`src/rtl/rst_seq_ctrl.sv`:
```
// Reset request sequencer: merges POR/SW/WDT requests with PLL lock status and
// drives the clock/reset generator's external reset with bounded lock retries.
module rst_seq_ctrl #(
  parameter int unsigned ASSERT_CYCLES = 16,
  parameter int unsigned STABLE_CYCLES = 8,
  parameter int unsigned LOCK_TIMEOUT  = 1024,
  parameter int unsigned MAX_RETRY     = 3
) (
  input  logic       clk,
  input  logic       rst_n,
  input  logic       sw_rst_req,
  input  logic       wdt_rst_req,
  input  logic       pll_locked,
  input  logic       cause_clr,
  output logic       sys_rst_n_o,
  output logic       sys_ready,
  output logic [3:0] rst_cause,
  output logic       lock_err,
  output logic       fault,
  output logic [1:0] retry_cnt
);

  localparam int unsigned ACNT_W = $clog2(ASSERT_CYCLES + 1);
  localparam int unsigned SCNT_W = $clog2(STABLE_CYCLES + 1);
  localparam int unsigned TCNT_W = $clog2(LOCK_TIMEOUT + 1);
  localparam logic [ACNT_W-1:0] ACNT_RELOAD = ACNT_W'(ASSERT_CYCLES - 1);

  typedef enum logic [1:0] {
    ST_ASSERT    = 2'd0,
    ST_WAIT_LOCK = 2'd1,
    ST_RUN       = 2'd2,
    ST_FAULT     = 2'd3
  } state_e;

  state_e            state_q, state_nxt;
  logic [ACNT_W-1:0] acnt_q, acnt_nxt;
  logic [SCNT_W-1:0] scnt_q, scnt_nxt, scnt_inc;
  logic [TCNT_W-1:0] tcnt_q, tcnt_nxt, tcnt_inc;
  logic [1:0]        retry_nxt;
  logic [3:0]        cause_set, cause_nxt;
  logic              lock_err_nxt;
  logic              req;
  logic              lk_meta, lk_s;

  assign req      = sw_rst_req | wdt_rst_req;
  assign scnt_inc = scnt_q + SCNT_W'(1);
  assign tcnt_inc = tcnt_q + TCNT_W'(1);

  // Lock synchronizer; lock is ignored while the generator is held in reset.
  always_ff @(posedge clk or negedge rst_n) begin
    if (!rst_n) begin
      lk_meta <= 1'b0;
      lk_s    <= 1'b0;
    end else begin
      lk_meta <= pll_locked & sys_rst_n_o;
      lk_s    <= lk_meta;
    end
  end

  always_comb begin
    state_nxt    = state_q;
    acnt_nxt     = ACNT_RELOAD;
    scnt_nxt     = '0;
    tcnt_nxt     = '0;
    retry_nxt    = retry_cnt;
    cause_set    = 4'b0000;
    lock_err_nxt = lock_err;

    unique case (state_q)
      ST_ASSERT: begin
        if (req) begin
          retry_nxt = 2'd0;
          cause_set = {1'b0, wdt_rst_req, sw_rst_req, 1'b0};
        end else if (acnt_q == '0) begin
          state_nxt = ST_WAIT_LOCK;
        end else begin
          acnt_nxt = acnt_q - ACNT_W'(1);
        end
      end

      ST_WAIT_LOCK: begin
        if (req) begin
          state_nxt = ST_ASSERT;
          retry_nxt = 2'd0;
          cause_set = {1'b0, wdt_rst_req, sw_rst_req, 1'b0};
        end else if (lk_s && (scnt_inc == SCNT_W'(STABLE_CYCLES))) begin
          // Stable lock wins over a timeout landing on the same cycle.
          state_nxt = ST_RUN;
          retry_nxt = 2'd0;
        end else if (tcnt_inc == TCNT_W'(LOCK_TIMEOUT)) begin
          lock_err_nxt = 1'b1;
          retry_nxt    = (retry_cnt == 2'd3) ? 2'd3 : retry_cnt + 2'd1;
          state_nxt    = (32'(retry_nxt) == MAX_RETRY) ? ST_FAULT : ST_ASSERT;
        end else begin
          tcnt_nxt = tcnt_inc;
          scnt_nxt = lk_s ? scnt_inc : '0;
        end
      end

      ST_RUN: begin
        cause_set = {~lk_s, wdt_rst_req, sw_rst_req, 1'b0};
        if (cause_set != 4'b0000) begin
          state_nxt = ST_ASSERT;
        end
      end

      ST_FAULT: begin
        state_nxt = ST_FAULT;
      end

      default: begin
        state_nxt = ST_ASSERT;
      end
    endcase

    cause_nxt = (cause_clr ? 4'b0000 : rst_cause) | cause_set;
  end

  // State, counters and registered outputs; outputs decode the next state.
  always_ff @(posedge clk or negedge rst_n) begin
    if (!rst_n) begin
      state_q     <= ST_ASSERT;
      acnt_q      <= ACNT_RELOAD;
      scnt_q      <= '0;
      tcnt_q      <= '0;
      sys_rst_n_o <= 1'b0;
      sys_ready   <= 1'b0;
      fault       <= 1'b0;
      rst_cause   <= 4'b0001;
      lock_err    <= 1'b0;
      retry_cnt   <= 2'd0;
    end else begin
      state_q     <= state_nxt;
      acnt_q      <= acnt_nxt;
      scnt_q      <= scnt_nxt;
      tcnt_q      <= tcnt_nxt;
      sys_rst_n_o <= (state_nxt == ST_WAIT_LOCK) || (state_nxt == ST_RUN);
      sys_ready   <= (state_nxt == ST_RUN);
      fault       <= (state_nxt == ST_FAULT);
      rst_cause   <= cause_nxt;
      lock_err    <= lock_err_nxt;
      retry_cnt   <= retry_nxt;
    end
  end

endmodule

```
`config.mk`:
```
export PLATFORM = sky130hd
export DESIGN_NAME = rst_seq_ctrl
export DESIGN_NICKNAME = d
export VERILOG_FILES = /design/src/rtl/rst_seq_ctrl.sv
export SDC_FILE = /design/constraint.sdc
export NUM_CORES = 1
export LEC_CHECK = 0
export ABC_AREA = 1
export BUFFER_PORTS_ARGS = -buffer_cell sky130_fd_sc_hd__buf_2
export CELL_PAD_IN_SITES_DETAIL_PLACEMENT = 0
export CELL_PAD_IN_SITES_GLOBAL_PLACEMENT = 2
export CORE_MARGIN = 2
export CORE_UTILIZATION = 35
export DETAILED_ROUTE_END_ITERATION = 6
export PLACE_DENSITY_LB_ADDON = 0.1
export SETUP_SLACK_MARGIN = 0.2
export SYNTH_ARGS = -nofsm -noshare
export SYNTH_HDL_FRONTEND = slang
export SYNTH_SLANG_ARGS = --single-unit
```
`constraint.sdc`:
```
create_clock -name clk -period 2.52 [get_ports clk]
set_clock_uncertainty 0.1 [all_clocks]
set_input_delay 0.126 -clock clk [delete_from_list [all_inputs] [get_ports clk]]
set_output_delay 0.126 -clock clk [all_outputs]
set_load 0.01 [all_outputs]
```
==> key figures <==
Clock tree
  – H-Tree Depth: 2
  – Clock transition at path regs: roughly 80 ps
  – Root buffer cell: clkbuf_8
  – Worst-skew pair later-pin latency: approximately 290 ps
  – TritonCTS sink count: 34
  – TritonCTS clock tree: done
  – Cts bufs inserted: 5
  – Max Buffers Root-to-Sink: 2

Timing
  – TNS Setup: 0 ps
  – Worst setup margin: 382 ps
  – Final min period: roughly 2100 ps
  – Worst hold slack: between 200 and 300 ps
  – Crit share post-route: approximately 85%
  – Final setup viols: 0
  – Final hold violations: 0
  – Fmax: between 0.4 and 0.5 GHz
  – Final Max Tran Viols: 0
  – Worst slew pin tran: roughly 760 ps
  – Max-slew headroom: about half
  – RSZ-0062 raised after global routing: yes

Critical path
  – Crit-path cells: buf_4 -> inv_1 -> nor2_2 -> nand3_1 -> nand2_1 -> nand2_1 -> nor2_4 -> nand3_4 -> nand2_2 -> nand3_2 -> nand2_2 -> nand2_1 -> ha_1 -> inv_1
  – FF-to-FF End: sys_rst_n_o
  – Setup crit end kind: flip-flop
  – R2r setup slk: roughly 380 ps
  – CP dominant cell by count: nand2_1
  – CP max-delay cell: dfrtp_1
  – Slowest stage delay, CP: 400 ps
  – Worst path required time: 2600 ps
  – Critical path class: reg2reg
  – Reg-to-reg startpoint: tcnt_q[0]
  – CP Launch Type: flip-flop
  – CP max FO: 5
  – Critical path arrival: about 2200 ps
  – Worst R2R Path Depth: 14

Floorplan
  – Die height: about 75 um
  – I/O pin total: 16
  – Core area: 4820 um^2
  – Cell Rows: 25
  – Die Span X: about 75 um
  – DIE AREA: 5680 um^2
  – Initial Util: 37.0%

Detailed routing
  – Iter 0 DRT Violations: between 40 and 50
  – Routed via count: between 1k and 1.5k
  – DRT Wirelength: approximately 3.6 mm
  – Avg WL per Cell: between 10 and 15 um
  – ANT nets after route: 0
  – DRC violations left: 0
  – Drt pass-1 iters: 4
  – Vias per inst: roughly 4.5

Yosys
  – Prevailing post-synth register cell: dfrtp_1
  – Post-synthesis sequential area ratio: between 40% and 50%
  – Synth Area per Inst: slightly above 8 um^2
  – Post-synth EDFFs: 0
  – Yosys top cell by area: dfrtp_1
  – Cell Area, Synth: 1780 um^2
  – Yosys reg bits: 34
  – Netlist cell types: 27
  – Async set-reset flop share out of synthesis: between 90% and 100%
  – Yosys warns: 0
  – Share of the synthesized area in the top cell type: 40.7%
  – Synth cell count leaders: nand2_1 (56), inv_1 (37), dfrtp_1 (29), nor2_1 (27), nand3_1 (13)
  – Count leader, synth: nand2_1
  – Mapped Nets: ~230
  – Top cells by area, synth: dfrtp_1 (41%), nand2_1 (12%), inv_1 (7.8%), dfstp_2 (7.4%), nor2_1 (5.7%)
  – Post-Synthesis Cells: 220

Final layout
  – Final cell count without fillers: around 320
  – Area delta synth->final: 21.1%
  – Layout net count: between 200 and 300
  – Post-layout util: about 45%
  – Share of cells above drive strength 1: 21.6%
  – Fillcell total: approximately 500
  – # diodes: 0
  – Final Cell Area: 2160 um^2

Placed design
  – Inst Count DP: 302
  – Dpl cell area: a little under 2000 um^2
  – Worst slack at placement: 277 ps
  – IO buf count: 15
  – GPL Wtd Cong: ~0.76
  – DP HPWL: about 2.7 mm

Min path
  – Hold path depth: 0
  – Hold crit path type: reg2reg
  – Hold Path Sink: lk_s
  – Hold Startpoint: lk_meta

Global route
  – GRT Residual Overflow: 0
  – First-pass GRT wire length: 6.35 mm
  – Vias in the first global route: ~1.4k
  – Largest net degree at the start of global routing: 35
  – Total GRT Usage: ~15%
  – Antenna violations before repair: 0

Outcome
  – Status: finished clean

Power
  – Maximum vdd drop: about 0.00029 V
  – PwrDens: about 550 nW/um^2
  – Pleak: roughly 1.1 nW
  – Final Power: around 1.2 mW

Run
  – Max Cap Viol: 0
[flip-flops by register name, indices dropped and copies added (netlist names)]
| signal | flops |
|---|---|
| sys_ready | 1 |
| state_q | 2 |
| lk_meta | 1 |
| tcnt_q | 11 |
| fault | 1 |
| lk_s | 1 |
| acnt_q | 5 |
| retry_cnt | 2 |
| lock_err | 1 |
| scnt_q | 4 |
| sys_rst_n_o | 1 |
| rst_cause | 4 |
[critical path: cells and delay by family (launching register included)]
family                   cells  cell delay, ps
adder cells (fa/ha/maj)      1             270
buffers and inverters        3             210
flip-flops                   1             400
AND/OR/NAND/NOR             10            1040
[layout make-up]
class                           count  area (um^2)  area share, %
Clock buffer                        5         68.8           3.19
Clock inverter                      3         68.8           3.19
Inverter                           37          139           6.44
Multi-Input combinational cell    148          792           36.7
Sequential cell                    34          857           39.7
Tap cell                           67         83.8           3.89
Timing Repair Buffer               23          148           6.84
[power by group]
| group | total [mW] | internal (mW) | switching, mW |
|---|---|---|---|
| logic | 0.0367 | 0.0140 | 0.0227 |
| clock network | 0.608 | 0.396 | 0.211 |
| registers | 0.552 | 0.550 | 0.00208 |
[per-layer routing]
layer | part of all wire, % | vias to the layer above | GRT usage, %
met5 | 0 | - | 0
met4 | 1.7 | 0 | 5.85
met3 | 4.7 | 7 | 3.97
met2 | 46 | 24 | 23.9
met1 | 48 | 654 | 20.7
li1 | - | 736 | -
[cell families after synthesis]
logic type | count (synthesis) | synth area share [%]
DFF | 34 | 48.1
buffers and inverters | 38 | 8.43
adders and majority gates | 5 | 3.51
AOI/OAI and AO/OA | 16 | 5.06
xor gates and xnor gates | 2 | 0.983
and+or+nand+nor | 125 | 33.9
[placed cells by master (no fill, tap or decap), types with 3 or more instances in the layout]
cell | Yosys | routed
nand2_2 | 8 | 7
nand2_1 | 56 | 56
nor2_1 | 27 | 27
nand3_2 | 4 | 4
dfstp_2 | 5 | 5
clkbuf_8 | 0 | 5
dfrtp_1 | 29 | 29
inv_1 | 37 | 37
nand3_1 | 13 | 13
ha_1 | 5 | 4
nor2_4 | 3 | 3
nand4_1 | 3 | 3
dlygate4sd3_1 | 0 | 5
buf_2 | 0 | 15
o21ai_0 | 4 | 4
nor2_2 | 3 | 3
a21oi_1 | 6 | 6
buf_4 | 0 | 3
[worst max-delay path by stage]
| stage | start | to | depth (start not counted) |
|---|---|---|---|
| after global placement | tcnt_q[0] | sys_rst_n_o | 16 |
| after global routing | tcnt_q[1] | sys_rst_n_o | 16 |
| final | tcnt_q[0] | sys_rst_n_o | 14 |
| after CTS | tcnt_q[0] | sys_rst_n_o | 16 |
| after floorplan | tcnt_q[0] | sys_rst_n_o | 14 |
| after detailed placement | tcnt_q[0] | sys_rst_n_o | 16 |
[repair_timing]
| action | 4_1_cts | 5_1_grt |
|---|---|---|
| gates resized for setup | 0 | 3 |
| endpoints found under the hold margin | 34 | 0 |
| buffers inserted | 0 | 2 |
| hold buffers | 5 | 0 |
| setup endpoints to repair | 0 | 4 |
Note: power is estimated with default switching activity, not from simulation.
